`src/rtl/spi_tx_feeder_pkg.sv`:
```
`default_nettype none
// ============================================================================
//  Module      : spi_tx_feeder_pkg
//  Description : Shared types and width helpers for the SPI transmit feeder.
//                Provides the feeder FSM state encoding and small constant
//                functions that derive byte counts and index widths from the
//                word and FIFO parameters.
//  Revision    : 1.0 - initial release
// ============================================================================
package spi_tx_feeder_pkg;

    // Two-state frame controller: waiting for data, or feeding the sender.
    typedef enum logic [0:0] {
        ST_IDLE  = 1'b0,
        ST_ARMED = 1'b1
    } state_t;

    // Number of whole bytes in a measurement word.
    function automatic int calc_bytes(input int word_w);
        return word_w / 8;
    endfunction

    // Ceiling log2; calc_log2(1) = 0.
    function automatic int calc_log2(input int value);
        int r;
        r = 0;
        for (int i = 0; i < 31; i++) begin
            if ((1 << i) < value) begin
                r = i + 1;
            end
        end
        return r;
    endfunction

    // Width of an index/counter that counts 0..n-1, never narrower than 1 bit.
    function automatic int calc_idx_w(input int n);
        return (n > 1) ? calc_log2(n) : 1;
    endfunction

endpackage : spi_tx_feeder_pkg
`default_nettype wire

```
`src/rtl/spi_tx_feeder_if.sv`:
```
`default_nettype none
// ============================================================================
//  Module      : spi_tx_feeder_if
//  Description : Bundles the two handshakes of the SPI transmit feeder:
//                the upstream word stream (in_valid/in_data/in_ready) and the
//                byte-level link to the SPI slave sender
//                (byte_sent/tx_data/tx_arm).
//  Ports       : slave  - feeder side (receives words, drives the sender)
//                master - environment side (supplies words, acts as sender)
//  Revision    : 1.0 - initial release
// ============================================================================
interface spi_tx_feeder_if #(
    parameter int WORD_W = 16
) ();

    logic              in_valid;
    logic [WORD_W-1:0] in_data;
    logic              in_ready;
    logic              byte_sent;
    logic [7:0]        tx_data;
    logic              tx_arm;

    modport master (
        output in_valid,
        output in_data,
        output byte_sent,
        input  in_ready,
        input  tx_data,
        input  tx_arm
    );

    modport slave (
        input  in_valid,
        input  in_data,
        input  byte_sent,
        output in_ready,
        output tx_data,
        output tx_arm
    );

endinterface : spi_tx_feeder_if
`default_nettype wire

```
`src/rtl/spi_tx_feeder_sync_fifo.sv`:
```
`default_nettype none
// ============================================================================
//  Module      : spi_tx_feeder_sync_fifo
//  Description : Single-clock FIFO used by the SPI transmit feeder.
//                Pointers carry one extra wrap bit so full and empty are
//                distinguished without a separate counter. The head word is
//                read combinationally from the storage array.
//  Ports       : clk, rst_n       - clock, asynchronous active-low reset
//                push, din        - write request and data (ignored on full)
//                pop              - read request (ignored on empty)
//                head             - word at the read pointer
//                full, empty      - occupancy flags
//                level            - words held (wr_ptr - rd_ptr)
//  Revision    : 1.0 - initial release
// ============================================================================
module spi_tx_feeder_sync_fifo
    import spi_tx_feeder_pkg::*;
#(
    parameter int WIDTH = 16,
    parameter int DEPTH = 16
) (
    input  wire logic                     clk,
    input  wire logic                     rst_n,
    input  wire logic                     push,
    input  wire logic [WIDTH-1:0]         din,
    input  wire logic                     pop,
    output logic      [WIDTH-1:0]         head,
    output logic                          full,
    output logic                          empty,
    output logic      [$clog2(DEPTH):0]   level
);

    localparam int c_AW = calc_log2(DEPTH);

    logic [WIDTH-1:0] r_mem [DEPTH];
    logic [c_AW:0]    r_wr_ptr;
    logic [c_AW:0]    r_rd_ptr;
    logic             w_push;
    logic             w_pop;

    // A full FIFO refuses writes even when a read happens on the same edge.
    assign w_push = push && !full;
    assign w_pop  = pop && !empty;

    assign full  = (r_wr_ptr[c_AW] != r_rd_ptr[c_AW]) &&
                   (r_wr_ptr[c_AW-1:0] == r_rd_ptr[c_AW-1:0]);
    assign empty = (r_wr_ptr == r_rd_ptr);
    assign level = r_wr_ptr - r_rd_ptr;
    assign head  = r_mem[r_rd_ptr[c_AW-1:0]];

    // Storage is not reset: dropping the pointers discards the contents.
    always_ff @(posedge clk) begin
        if (w_push) begin
            r_mem[r_wr_ptr[c_AW-1:0]] <= din;
        end
    end

    always_ff @(posedge clk or negedge rst_n) begin
        if (!rst_n) begin
            r_wr_ptr <= '0;
            r_rd_ptr <= '0;
        end else begin
            if (w_push) begin
                r_wr_ptr <= r_wr_ptr + 1'b1;
            end
            if (w_pop) begin
                r_rd_ptr <= r_rd_ptr + 1'b1;
            end
        end
    end

endmodule : spi_tx_feeder_sync_fifo
`default_nettype wire

```
`src/rtl/spi_tx_feeder.sv`:
```
`default_nettype none
// ============================================================================
//  Module      : spi_tx_feeder
//  Description : Byte source sitting directly upstream of the SPI slave
//                sender. Buffers measurement words in a FIFO, splits the head
//                word into bytes MSB byte first, presents the next byte on
//                tx_data and advances on each byte_sent pulse. tx_arm enables
//                the sender for one frame of FRAME_WORDS words at a time.
//  Ports       : clk, rst_n      - clock, asynchronous active-low reset
//                bus (slave)     - in_valid/in_data/in_ready word input,
//                                  byte_sent/tx_data/tx_arm sender link
//                level           - words held in the FIFO
//                frame_done      - 1-clk pulse, last byte of a frame consumed
//                underflow       - sticky, a fill byte was consumed in a frame
//                clr_underflow   - synchronous clear for underflow
//  Revision    : 1.0 - initial release
// ============================================================================
module spi_tx_feeder
    import spi_tx_feeder_pkg::*;
#(
    parameter int         WORD_W      = 16,     // multiple of 8, matches bus
    parameter int         DEPTH       = 16,     // power of 2
    parameter int         FRAME_WORDS = 8,      // >= 1
    parameter logic [7:0] FILL_BYTE   = 8'h00
) (
    input  wire logic                   clk,
    input  wire logic                   rst_n,
    spi_tx_feeder_if.slave              bus,
    output logic      [$clog2(DEPTH):0] level,
    output logic                        frame_done,
    output logic                        underflow,
    input  wire logic                   clr_underflow
);

    localparam int c_BYTES = calc_bytes(WORD_W);
    localparam int c_IDX_W = calc_idx_w(c_BYTES);
    localparam int c_CNT_W = calc_idx_w(FRAME_WORDS);

    // ------------------------------------------------------------------
    // FIFO
    // ------------------------------------------------------------------
    logic [WORD_W-1:0]      w_head;
    logic                   w_full;
    logic                   w_empty;
    logic [$clog2(DEPTH):0] w_level;
    logic                   w_push;
    logic                   w_pop;

    // Registered control state
    state_t                 r_state;
    logic [c_IDX_W-1:0]     r_byte_idx;
    logic [c_CNT_W-1:0]     r_word_cnt;
    logic                   r_tx_arm;
    logic                   r_frame_done;
    logic                   r_underflow;
    logic [7:0]             r_tx_data;
    logic                   r_alive;

    // Byte splitting
    logic [c_IDX_W+2:0]     w_shamt;
    logic [WORD_W-1:0]      w_shifted;
    logic [7:0]             w_byte_sel;
    logic                   w_consume;
    logic                   w_last_byte;
    logic                   w_last_word;

    // r_alive keeps in_ready low throughout reset and rises on the first
    // clock after release.
    assign bus.in_ready = r_alive && !w_full;
    assign w_push       = bus.in_valid && bus.in_ready;

    // byte_sent only counts while a frame is armed.
    assign w_consume   = (r_state == ST_ARMED) && bus.byte_sent;
    assign w_last_byte = (r_byte_idx == c_IDX_W'(c_BYTES - 1));
    assign w_last_word = (r_word_cnt == c_CNT_W'(FRAME_WORDS - 1));
    assign w_pop       = w_consume && !w_empty && w_last_byte;

    spi_tx_feeder_sync_fifo #(
        .WIDTH (WORD_W),
        .DEPTH (DEPTH)
    ) u_fifo (
        .clk   (clk),
        .rst_n (rst_n),
        .push  (w_push),
        .din   (bus.in_data),
        .pop   (w_pop),
        .head  (w_head),
        .full  (w_full),
        .empty (w_empty),
        .level (w_level)
    );

    // Shifting the head left by 8*byte_idx brings the selected byte to the
    // top, which is head[WORD_W-1-8*byte_idx -: 8].
    assign w_shamt    = {r_byte_idx, 3'b000};
    assign w_shifted  = w_head << w_shamt;
    assign w_byte_sel = w_shifted[WORD_W-1 -: 8];

    // ------------------------------------------------------------------
    // Frame controller
    // ------------------------------------------------------------------
    always_ff @(posedge clk or negedge rst_n) begin
        if (!rst_n) begin
            r_state      <= ST_IDLE;
            r_byte_idx   <= '0;
            r_word_cnt   <= '0;
            r_tx_arm     <= 1'b0;
            r_frame_done <= 1'b0;
        end else begin
            r_frame_done <= 1'b0;
            case (r_state)
                ST_IDLE: begin
                    r_tx_arm <= 1'b0;
                    if (w_level != '0) begin
                        r_state    <= ST_ARMED;
                        r_tx_arm   <= 1'b1;
                        r_byte_idx <= '0;
                        r_word_cnt <= '0;
                    end
                end
                ST_ARMED: begin
                    // A fill byte consumed on an empty FIFO leaves the
                    // position untouched so it does not count toward the frame.
                    if (w_consume && !w_empty) begin
                        if (w_last_byte) begin
                            r_byte_idx <= '0;
                            if (w_last_word) begin
                                r_word_cnt   <= '0;
                                r_frame_done <= 1'b1;
                                r_tx_arm     <= 1'b0;
                                r_state      <= ST_IDLE;
                            end else begin
                                r_word_cnt <= r_word_cnt + 1'b1;
                            end
                        end else begin
                            r_byte_idx <= r_byte_idx + 1'b1;
                        end
                    end
                end
                default: begin
                    r_state  <= ST_IDLE;
                    r_tx_arm <= 1'b0;
                end
            endcase
        end
    end

    // ------------------------------------------------------------------
    // Underflow flag: setting wins over a simultaneous clear. Emptiness is
    // judged before any same-edge push, since the fill byte is what the
    // sender consumed.
    // ------------------------------------------------------------------
    always_ff @(posedge clk or negedge rst_n) begin
        if (!rst_n) begin
            r_underflow <= 1'b0;
        end else if (w_consume && w_empty) begin
            r_underflow <= 1'b1;
        end else if (clr_underflow) begin
            r_underflow <= 1'b0;
        end
    end

    // ------------------------------------------------------------------
    // Presented byte, reloaded every clock. It lags a push/pop by one clock;
    // the sender loads two clocks after byte_sent so it always sees the
    // updated value.
    // ------------------------------------------------------------------
    always_ff @(posedge clk or negedge rst_n) begin
        if (!rst_n) begin
            r_tx_data <= FILL_BYTE;
            r_alive   <= 1'b0;
        end else begin
            r_tx_data <= w_empty ? FILL_BYTE : w_byte_sel;
            r_alive   <= 1'b1;
        end
    end

    assign bus.tx_data = r_tx_data;
    assign bus.tx_arm  = r_tx_arm;
    assign level       = w_level;
    assign frame_done  = r_frame_done;
    assign underflow   = r_underflow;

endmodule : spi_tx_feeder
`default_nettype wire

```
`src/flat_wrapper.sv`:
```
// flat-port wrapper written by rule: the top's interface ports become plain ports
module spi_tx_feeder_flat import spi_tx_feeder_pkg::*;
#(
    parameter int         WORD_W      = 16,                                  
    parameter int         DEPTH       = 16,                  
    parameter int         FRAME_WORDS = 8,             
    parameter logic [7:0] FILL_BYTE   = 8'h00
)
  (clk, rst_n, level, frame_done, underflow, clr_underflow, bus_in_valid, bus_in_data, bus_byte_sent, bus_in_ready, bus_tx_data, bus_tx_arm);
  spi_tx_feeder_if #(.WORD_W(WORD_W)) bus_i ();
  input  wire logic clk;
  input  wire logic rst_n;
  output logic      [$clog2(DEPTH):0] level;
  output logic frame_done;
  output logic underflow;
  input  wire logic clr_underflow;
  input wire logic [$bits(bus_i.in_valid)-1:0] bus_in_valid;
  input wire logic [$bits(bus_i.in_data)-1:0] bus_in_data;
  input wire logic [$bits(bus_i.byte_sent)-1:0] bus_byte_sent;
  output wire logic [$bits(bus_i.in_ready)-1:0] bus_in_ready;
  output wire logic [$bits(bus_i.tx_data)-1:0] bus_tx_data;
  output wire logic [$bits(bus_i.tx_arm)-1:0] bus_tx_arm;
  assign bus_i.in_valid = bus_in_valid;
  assign bus_i.in_data = bus_in_data;
  assign bus_i.byte_sent = bus_byte_sent;
  assign bus_in_ready = bus_i.in_ready;
  assign bus_tx_data = bus_i.tx_data;
  assign bus_tx_arm = bus_i.tx_arm;
  spi_tx_feeder #(.WORD_W(WORD_W), .DEPTH(DEPTH), .FRAME_WORDS(FRAME_WORDS), .FILL_BYTE(FILL_BYTE)) u_core (.clk(clk), .rst_n(rst_n), .bus(bus_i), .level(level), .frame_done(frame_done), .underflow(underflow), .clr_underflow(clr_underflow));
endmodule
```
`config.mk`:
```
export PLATFORM = sky130hd
export DESIGN_NAME = spi_tx_feeder_flat
export DESIGN_NICKNAME = d
export VERILOG_FILES = /design/src/rtl/spi_tx_feeder_pkg.sv /design/src/rtl/spi_tx_feeder_if.sv /design/src/rtl/spi_tx_feeder_sync_fifo.sv /design/src/rtl/spi_tx_feeder.sv /design/src/flat_wrapper.sv
export SDC_FILE = /design/constraint.sdc
export NUM_CORES = 1
export LEC_CHECK = 0
export BUFFER_PORTS_ARGS = -buffer_cell sky130_fd_sc_hd__buf_4
export CORE_MARGIN = 8
export CORE_UTILIZATION = 56
export CTS_CLUSTER_SIZE = 25
export DETAILED_ROUTE_END_ITERATION = 8
export PLACE_DENSITY = 0.82
export SYNTH_ARGS = -nofsm -noshare
export SYNTH_HDL_FRONTEND = slang
export SYNTH_HIERARCHICAL = 1
export SYNTH_SLANG_ARGS = --single-unit
```
`constraint.sdc`:
```
create_clock -name clk -period 3.65 [get_ports clk]
set_input_delay 0.5475 -clock clk [delete_from_list [all_inputs] [get_ports clk]]
set_output_delay 0.5475 -clock clk [all_outputs]
set_load 0.005 [all_outputs]
```
# --- Yosys cells after proc, flatten, opt, wreduce, memory -nomap -nowiden ---
# Memory sizes are Yosys's and may differ from the RTL's.
# Cells that the tools add are included.
totals:
  mem_count: 1
  register_bits: 27
  inputBits: 21
  wordCells: 69
  ram_bits: 256
mem_list:
  columns: ["memory", "depth", "word_bits", "rd", "rd_clocked_by_memory_dff", "wr", "line", "rtl"]
  rows:
  - ["u_core.u_fifo.r_mem", 16, 16, 1, 0, 1, "spi_tx_feeder_sync_fifo.sv:35", "logic [WIDTH-1:0] r_mem [DEPTH];"]
classes:
  shifts: 1
  mux: 27
  n_addsub: 5
  eq_ne: 8
  n_reduce_logical: 16
  bitwise: 1
op_table:
  columns: ["operator", "n"]
  rows:
  - ["$mux 1", 18]
  - ["$shl 16x4->16", 1]
  - ["$mux 3", 4]
  - ["$add 5x1->5 const B", 2]
  - ["$logic_and 1x1->1", 9]
  - ["$mux 8", 1]
  - ["$ne 2x2->1 const B", 3]
  - ["$pmux 1 s2", 3]
  - ["$pmux 3 s2", 1]
  - ["$reduce_and 3->1", 2]
  - ["$eq 5x5->1", 1]
  - ["$reduce_bool 5->1", 1]
  - ["$sub 5x5->5", 1]
  - ["$eq 4x4->1", 1]
  - ["$add 3x1->3 const B", 1]
  - ["$eq 3x3->1 const B", 1]
  - ["$logic_not 1->1", 2]
  - ["$ne 2x1->1 const B", 1]
  - ["$reduce_and 2->1", 1]
  - ["$reduce_bool 2->1", 1]
  - ["$add 1x1->1 const B", 1]
  - ["$ne 1x1->1", 1]
  - ["$not 1->1", 1]

# --- Depth between registers and ports, before layout ---
# Gate-level depths: netlist (run 1).
depth:
  word_depth: 8
  ltp_mapped: 12
  depth_no_buf: 10

# --- Cells and area by module ---
# The synthesis (run 1) kept the hierarchy.
modules_own_cells:
  columns: ["mod", "instances", "area_per_inst_um2", "seq_area_each_um2", "cells_per_inst"]
  rows:
  - ["spi_tx_feeder_sync_fifo", 1, 10560.1, 7937.6, 512]
  - ["spi_tx_feeder", 1, 793.3, 425.4, 68]

# --- Worst setup path before layout (run 1) ---
# No wires, ideal clock.
synth_path:
  path_type: "register to register"
  startpoint: "register u_core.u_fifo.r_rd_ptr[1]"
  endpoint: "memory u_core.u_fifo.r_mem[1][0] (enable)"
  setup_time_ns: 0.430
  setup_slack_ns: -0.282
  arrival_time_ns: 3.502
  required_time_ns: 3.220
  period_less_slack_ns: 3.932
  path_stages_with_launch: 11
  cell_sequence: "dfrtp_1 > buf_2 > buf_1 > inv_1 > ha_1 > nand4_1 > nor2_1 > nor2b_1 > and2_1 > o21ai_1 > nor4_1"
synth_via:
  elab_chain_len: 8
synth_rtl:
  columns: ["element", "line", "rtl"]
  rows:
  - ["start: declaration", "spi_tx_feeder_sync_fifo.sv:37", "logic [c_AW:0] r_rd_ptr;"]
  - ["start signal: assignment", "spi_tx_feeder_sync_fifo.sv:67", "r_rd_ptr <= r_rd_ptr + 1'b1;"]
  - ["$eq 4x4->1", "spi_tx_feeder_sync_fifo.sv:46", "(r_wr_ptr[c_AW-1:0] == r_rd_ptr[c_AW-1:0]);"]
  - ["$logic_and 1x1->1", "spi_tx_feeder_sync_fifo.sv:45", "assign full = (r_wr_ptr[c_AW] != r_rd_ptr[c_AW]) &&"]
  - ["net u_core.w_full", "spi_tx_feeder.sv:43", "logic w_full;"]
  - ["$logic_not 1->1", "spi_tx_feeder.sv:69", "assign bus.in_ready = r_alive && !w_full;"]
  - ["$logic_and 1x1->1", "spi_tx_feeder.sv:69", null]
  - ["net bus_in_ready", "flat_wrapper.sv:20", "output wire logic [$bits(bus_i.in_ready)-1:0] bus_in_ready;"]
  - ["$logic_and 1x1->1", "spi_tx_feeder.sv:70", "assign w_push = bus.in_valid && bus.in_ready;"]
  - ["net u_core.w_push", "spi_tx_feeder.sv:46", "logic w_push;"]
  - ["$logic_and 1x1->1", "spi_tx_feeder_sync_fifo.sv:42", "assign w_push = push && !full;"]
  - ["$mux 1", "spi_tx_feeder_sync_fifo.sv:53", "if (w_push) begin"]
  - ["$mux 1 (not written as such)", "spi_tx_feeder_sync_fifo.sv:54", "r_mem[r_wr_ptr[c_AW-1:0]] <= din;"]
  - ["end: declaration", "spi_tx_feeder_sync_fifo.sv:35", null]
# The timed path passes the listed nets, and every way through them passes these cells.

# --- Final worst setup path (run 1) ---
layout_path:
  startpoint: "register u_core.u_fifo.r_wr_ptr[3]"
  endpoint: "memory u_core.u_fifo.r_mem[10][11] (enable)"
layout_via:
  elab_chain_len: 8
layout_rtl:
  columns: ["element", "line", "rtl"]
  rows:
  - ["start: declaration", "spi_tx_feeder_sync_fifo.sv:36", "logic [c_AW:0] r_wr_ptr;"]
  - ["start signal: assignment", "spi_tx_feeder_sync_fifo.sv:64", "r_wr_ptr <= r_wr_ptr + 1'b1;"]
  - ["$eq 4x4->1", "spi_tx_feeder_sync_fifo.sv:46", null]
  - ["$logic_and 1x1->1", "spi_tx_feeder_sync_fifo.sv:45", null]
  - ["net u_core.w_full", "spi_tx_feeder.sv:43", null]
  - ["$logic_not 1->1", "spi_tx_feeder.sv:69", null]
  - ["$logic_and 1x1->1", "spi_tx_feeder.sv:69", null]
  - ["$logic_and 1x1->1", "spi_tx_feeder.sv:70", null]
  - ["net u_core.w_push", "spi_tx_feeder.sv:46", null]
  - ["$logic_and 1x1->1", "spi_tx_feeder_sync_fifo.sv:42", null]
  - ["$mux 1", "spi_tx_feeder_sync_fifo.sv:53", null]
  - ["$mux 1 (not written as such)", "spi_tx_feeder_sync_fifo.sv:54", null]
# The timed path passes the listed nets, and every way through them passes these cells.

==> run_results.csv, run 1 <==
group,metric,value,unit
yosys,synth_seq_cells,283,
setup_path,startpoint_of_the_lowest_slack_register_to_register_path,"u_core/u_fifo/r_wr_ptr[3]",
floorplanning,die_height,158,um
setup_path,timing.critical_path.from,"u_core/u_fifo/r_wr_ptr[3]",
yosys,yosys_most_used_dff,"sky130_fd_sc_hd__edfxtp_1",
flow_run,max-cap-violations,0,
layout,layout-area-overhead-vs-synth,13.8,%
placed_design,port_buffers,37,
placed_design,number_of_placed_cells_counting_well_taps,878,
power,vdd_drop_max,0.476,mV
setup_path,timing.critical_path.arrival,3.33,ns
min_path,min_path_type,"in -> reg",
timing,final.min_clock_period,3.16,ns
clock_network,clk-insertion-delay-late,0.55,ns
timing,final-hold-violation-count,0,
route,drcViolationCount,0,
yosys,netlist_area,11400,um2
setup_path,setup.reg_to_reg.worst_slack,0.49,ns
route,drt_iter0_markers,729,
timing,slew_viol_final,0,
layout,final_cell_count_without_fillers,930,
layout,n_antenna_cell,0,
timing,tightest_slew,1.34,ns
clock_network,worst_setup_hold_path_clk_slew,0.06,ns
setup_path,path_max_fanout,16,
global_routing,maximum_number_of_pins_on_one_net_before_global_route_repair,51,
setup_path,reg2regPathDepth,8,
power,powerDensity,790,nW/um2
timing,final.period_utilization,86.6,%
global_routing,grt_first_pass_wirelength,38200,um
global_routing,grtUsageTotal,21.1,%
layout,layout-drive-gt1-share,22.7,%
clock_network,clock_buffers_created_by_tritoncts,28,
timing,setup-violations-final,0,
setup_path,cp-end-kind,"flop",
status,outcome,"finished, final reports clean",
yosys,netlist-cell-type-count,46,
placed_design,dp_slack,0.598,ns
clock_network,ctsLongestPathBuffers,3,
timing,timing.clock.skew,0.0126,ns
route,detailed_route_wire_length_per_cell,27.5,um
floorplanning,fp-row-count,52,
global_routing,grt_overflow,0,
setup_path,critPathRequiredTime,3.82,ns
setup_path,startpoint_type,"flop",
timing,max_clock_freq,0.316,GHz
timing,rsz0062_at_grt,"false",
route,via_count,5855,
yosys,synth_seq_area_share,73.7,%
timing,slew-limit-headroom,10.8,%
yosys,yosysWarningCount,6,
min_path,hp-start,"clr_underflow",
min_path,holdPathStages,2,
route,finalWirelength,25600,um
yosys,synth_fp_nets,614,
floorplanning,core_region_area,20000,um2
global_routing,first_global_vias,5978,
power,total_leakage_power,4.48,nW
setup_path,timing.setup.critical_path_class,"reg -> reg",
route,detailedRoute.firstPassIterationCount,5,
layout,finalNetCount,673,
floorplanning,die_w,158,um
clock_network,htreeDepth,1,
yosys,avgSynthCellArea,19.6,um2
clock_network,tritoncts,"done",
clock_network,cts.sinks,283,
yosys,synth_enable_flop_cells,256,
placed_design,finalWeightedCongestion,0.915,
min_path,timing.hold.worst_endpoint,"u_core/underflow",
power,post-layout-total-power,0.0102,W
floorplanning,initial_utilization,56.7,%
yosys,synth-async-reset-ratio,9.54,%
route,remaining_antenna_violation_count_after_routing,0,
floorplanning,num_io_pins,38,
clock_network,clock-root-buffer,"sky130_fd_sc_hd__clkbuf_16",
setup_path,r2r_endpoint,"u_core/u_fifo/r_mem[10][11]",
yosys,synthCells,580,
route,via_per_inst,6.30,
placed_design,dp_hpwl,15900,um
floorplanning,die_area,25100,um2
global_routing,grt_antenna_before_repair,1,
timing,setup_slack,0.489,ns
==> sequential cells by signal (all words and copies together), names as in the netlist <==
| name | cells |
|---|---|
| u_core/bus.tx_arm | 1 |
| u_core/frame_done | 1 |
| u_core/u_fifo/r_rd_ptr | 5 |
| u_core/r_word_cnt | 3 |
| u_core/bus.tx_data | 8 |
| u_core/underflow | 1 |
| u_core/r_state | 1 |
| u_core/r_byte_idx | 1 |
| u_core/u_fifo/r_wr_ptr | 5 |
| u_core/r_alive | 1 |
| u_core/u_fifo/r_mem | 256 |
==> worst max-delay path, stage by stage, from the launching register on <==
cell and delay, ns:
sky130_fd_sc_hd__dfrtp_1 0.64, sky130_fd_sc_hd__ha_1 0.37, sky130_fd_sc_hd__nand4_1 0.17, sky130_fd_sc_hd__nor2_1 0.06, sky130_fd_sc_hd__nor2b_1 0.14, sky130_fd_sc_hd__and2_1 0.16
sky130_fd_sc_hd__o21ai_1 0.22, sky130_fd_sc_hd__nor2_1 0.26, sky130_fd_sc_hd__and3_1 0.75
==> cell families after synthesis <==
kind of cell    synth area share (%)
flops                           73.7
mux                             15.1
compound gates                  4.00
simple gates                    2.59
buf+inv                         2.10
fa+ha+maj                       1.50
xor+xnor                       0.992
other cells                   0.0330
==> repair_timing <==
| action | in CTS | in global routing |
|---|---|---|
| resized for setup | 0 | 0 |
| hold buffers | 1 | 0 |
| setup buffers | 0 | 0 |
| endpoints found under the hold margin | 27 | 0 |
==> cells in the final DEF (no fill, tap or decap), drive strengths merged, types with 5 or more instances in the layout <==
cell    count
o21ai      20
nor2       17
a22oi      16
clkinv      8
clkbuf     35
mux2i      56
and3        5
buf        58
dfrtp      27
xnor2      10
a32oi      16
mux4       48
ha         12
inv        15
nand2       6
edfxtp    256
and2        8
==> power breakdown <==
group / switching [W] / internal [W]
registers: 0.000194 / 0.00383
clock network: 0.00117 / 0.00173
logic: 0.00187 / 0.00141
total: 0.00323 / 0.00697
==> synth_stat cells, drive strengths merged, types with 2 or more instances <==
cell / count / area [um2]
edfxtp: 256 / 7690
mux2i: 56 / 561
mux4: 48 / 1110
dfrtp: 27 / 676
o21ai: 20 / 100
buf: 17 / 136
nor2: 17 / 63.8
a22oi: 16 / 120
a32oi: 16 / 140
inv: 14 / 52.6
clkbuf: 13 / 50.0
ha: 12 / 150
xnor2: 10 / 95.1
and2: 8 / 50.1
nand2: 6 / 22.5
and3: 5 / 31.3
a21oi: 4 / 20.0
nand4: 4 / 25.0
nor4: 4 / 25.0
a22o: 3 / 26.3
mux2: 3 / 45.0
nand3: 3 / 15.0
a21o: 2 / 15.0
and3b: 2 / 17.5
nor2b: 2 / 12.5
xor2: 2 / 17.5
==> per-layer routing <==
metal	GRT usage [%]	routed length, um	part of all wire, %
met5	0	0	0
met4	11.3	1340	5.2
met3	4.53	2390	9.3
met2	33.3	12100	47
met1	27.2	9770	38
==> cell type report <==
| cell class | instances | area, um2 |
|---|---|---|
| Multi-Input combinational cell | 253 | 2780 |
| Inverter | 14 | 52.6 |
| Clock buffer | 35 | 748 |
| Sequential cell | 283 | 8370 |
| Tap cell | 270 | 338 |
| Timing Repair Buffer | 59 | 445 |
| Fill cell | 1322 | 7120 |
| Clock inverter | 16 | 189 |
==> how the worst max path moves through the flow <==
stage	to	slack (ns)
finish	u_core/u_fifo/r_mem[10][11]	0.49
global route	u_core/u_fifo/r_mem[10][10]	0.23
CTS	u_core/u_fifo/r_mem[10][11]	0.53
detailed placement	u_core/u_fifo/r_mem[10][11]	0.60
global placement	u_core/u_fifo/r_mem[10][11]	0.72
floorplan	u_core/u_fifo/r_mem[1][0]	-0.28
==> per-stage QoR <==
stage / instance area, um2 / hold WS [ns] / util [%] / TNS (ns)
after global placement: 12000 / 0.475 / 59.7 / 0
after floorplan: 11400 / 0.252 / - / -18.07
after CTS: 12900 / 0.197 / 64.5 / 0
after detailed placement: 12000 / 0.477 / 59.7 / 0
after global routing: 12900 / 0.212 / 64.5 / 0
final: 12900 / 0.207 / 64.5 / 0
Power figures use the tool's default switching activity.
==> run 2, diff against run 1 <==
Settings changed: BUFFER_PORTS_ARGS -buffer_cell sky130_fd_sc_hd__buf_4 to not set, CORE_UTILIZATION 56 to 57, DONT_BUFFER_PORTS set to 1, PLACE_DENSITY 0.82 to 0.81.
==> run_results.csv, run 2 (synthesis results as in run 1) <==
group,metric,value,unit
layout,largest_register_ffs,256,
setup_path,startpoint_type,"flop",
setup_path,timing.critical_path.arrival,3.44,ns
floorplanning,num_io_pins,38,
power,post-layout-total-power,0.00983,W
setup_path,critPathTopFamily,"simple AND/OR/NAND/NOR gates",
layout,layout_commonest_cell,"sky130_fd_sc_hd__edfxtp_1",
layout,finalNetCount,645,
clock_network,clock_buffers_created_by_tritoncts,28,
setup_path,setup.reg_to_reg.worst_slack,0.36,ns
setup_path,path_max_fanout,16,
timing,max_clock_freq,0.304,GHz
timing,slew-limit-headroom,32.8,%
floorplanning,initial_utilization,58.1,%
floorplanning,die_w,157,um
route,detailed_route_wire_length_per_cell,26.9,um
route,drcViolationCount,0,
clock_network,clock-root-buffer,"sky130_fd_sc_hd__clkbuf_16",
setup_path,cp_cell_sequence,"ha_1, nand4_1, nor2_1, nor2b_1, and2_1, o21ai_1, nor3b_1, and2_1",
floorplanning,fp-row-count,51,
setup_path,cp-endpoint,"u_core/u_fifo/r_mem[5][13]",
timing,setup-violations-final,0,
clock_network,cts_setup_buffers,0,
setup_path,crit_path_top_delay_cell,"sky130_fd_sc_hd__and2_1",
layout,n_antenna_cell,0,
floorplanning,die_height,157,um
setup_path,cp-end-kind,"flop",
timing,final.min_clock_period,3.29,ns
layout,num-fill-cells,1285,
placed_design,finalWeightedCongestion,0.824,
setup_path,r2r_endpoint,"u_core/u_fifo/r_mem[5][13]",
route,via_count,5713,
global_routing,grt_antenna_before_repair,0,
global_routing,first_global_vias,6041,
placed_design,port_buffers,0,
global_routing,grt_first_pass_wirelength,37100,um
clock_network,ctsLongestPathBuffers,3,
floorplanning,core_region_area,19500,um2
timing,timing.clock.skew,0.0118,ns
route,via_per_inst,6.36,
clock_network,worst_setup_hold_path_clk_slew,0.06,ns
setup_path,reg2regPathDepth,8,
clock_network,htreeDepth,1,
power,total_leakage_power,4.36,nW
route,detailedRoute.firstPassIterationCount,5,
global_routing,maximum_number_of_pins_on_one_net_before_global_route_repair,54,
setup_path,critPathRequiredTime,3.80,ns
setup_path,timing.setup.critical_path_class,"reg -> reg",
clock_network,clk-insertion-delay-late,0.53,ns
route,drt_iter0_markers,472,
timing,final.period_utilization,90.2,%
clock_network,tritoncts,"done",
power,vdd_drop_max,0.588,mV
setup_path,timing.critical_path.slowest_cell_delay,0.74,ns
min_path,min_path_type,"in -> reg",
global_routing,grt_overflow,0,
setup_path,timing.critical_path.from,"u_core/u_fifo/r_wr_ptr[3]",
timing,final-hold-violation-count,0,
power,powerDensity,773,nW/um2
flow_run,max-cap-violations,0,
clock_network,cts.sinks,283,
timing,rsz0062_at_grt,"false",
layout,layout_common_cells,"sky130_fd_sc_hd__edfxtp_1, sky130_fd_sc_hd__mux2i_1, sky130_fd_sc_hd__mux4_2",
setup_path,startpoint_of_the_lowest_slack_register_to_register_path,"u_core/u_fifo/r_wr_ptr[3]",
layout,layout-area-overhead-vs-synth,12.0,%
layout,final_core_utilization,65.1,%
placed_design,dp_hpwl,14400,um
global_routing,grtUsageTotal,20.4,%
floorplanning,die_area,24700,um2
timing,slew_viol_final,0,
setup_path,critical_path_cell_count,8,
setup_path,crit_top_cell,"sky130_fd_sc_hd__and2_1",
status,outcome,"finished, final reports clean",
route,finalWirelength,24200,um
timing,tightest_slew,1.01,ns
route,remaining_antenna_violation_count_after_routing,0,
layout,layout-drive-gt1-share,20.5,%
setup_path,critical_path.n_buffers_inverters,0,
==> run 2: cell count changes in the layout (fill, tap and decap cells not counted), sizes merged <==
cell,change
buf,-28
inv,-1
bufinv,-1
clkbuf,-5
clkinv,+8
==> run 2: final cells by class <==
cell class / count / area (um2) / share of cell area [%]
repair buffers: 31 / 248 / 1.95
clock inverters: 22 / 196 / 1.55
clock buffers: 30 / 729 / 5.74
multi-input cells: 253 / 2780 / 21.9
inverters: 14 / 52.6 / 0.413
flip-flops and latches: 283 / 8370 / 65.8
well taps: 265 / 332 / 2.61
==> run 2: routing by layer <==
| layer | GRT usage, % | routed length, um | vias to the layer above |
|---|---|---|---|
| li1 | - | - | 2423 |
| met1 | 26.6 | 9530 | 2984 |
| met2 | 34.1 | 12100 | 257 |
| met3 | 3.43 | 1780 | 49 |
| met4 | 7.25 | 781 | 0 |
| met5 | 0 | 0 | - |
==> run 2: report_power, final <==
group | internal [W] | switching, W | total (W)
Sequential | 0.00383 | 0.000212 | 0.00404
Clock | 0.00166 | 0.00120 | 0.00286
Combinational | 0.00125 | 0.00167 | 0.00292
==> run 2: stage by stage <==
step	cell area [um2]	hold WS (ns)	setup TNS [ns]	worst slack, ns	cells
final	12700	0.106	0	0.360	898
after global routing	12700	0.0842	0	0.0787	898
after CTS	12700	0.0913	0	0.354	898
after detailed placement	11800	0.253	0	0.396	844
after global placement	11800	0.253	0	0.514	844
after floorplan	11400	0.252	-18.07	-0.282	580
==> run 2: timing repair <==
item                                   CTS  global route
hold buffers                             2             0
setup endpoints to repair                0             0
gates resized for setup                  0             0
endpoints found under the hold margin   27             0
==> run 2: worst min-delay path by stage <==
| stage | startpoint | end | slack, ns | cells after the start |
|---|---|---|---|---|
| CTS | bus_in_data[14] | u_core/u_fifo/r_mem[4][14] | 0.09 | 0 |
| detailed placement | rst_n | u_core/bus.tx_arm | 0.25 | 0 |
| floorplan | rst_n | u_core/bus.tx_arm | 0.25 | 0 |
| global route | bus_in_data[12] | u_core/u_fifo/r_mem[15][12] | 0.08 | 0 |
| finish | bus_in_data[15] | u_core/u_fifo/r_mem[10][15] | 0.11 | 0 |
| global placement | rst_n | u_core/bus.tx_arm | 0.25 | 0 |
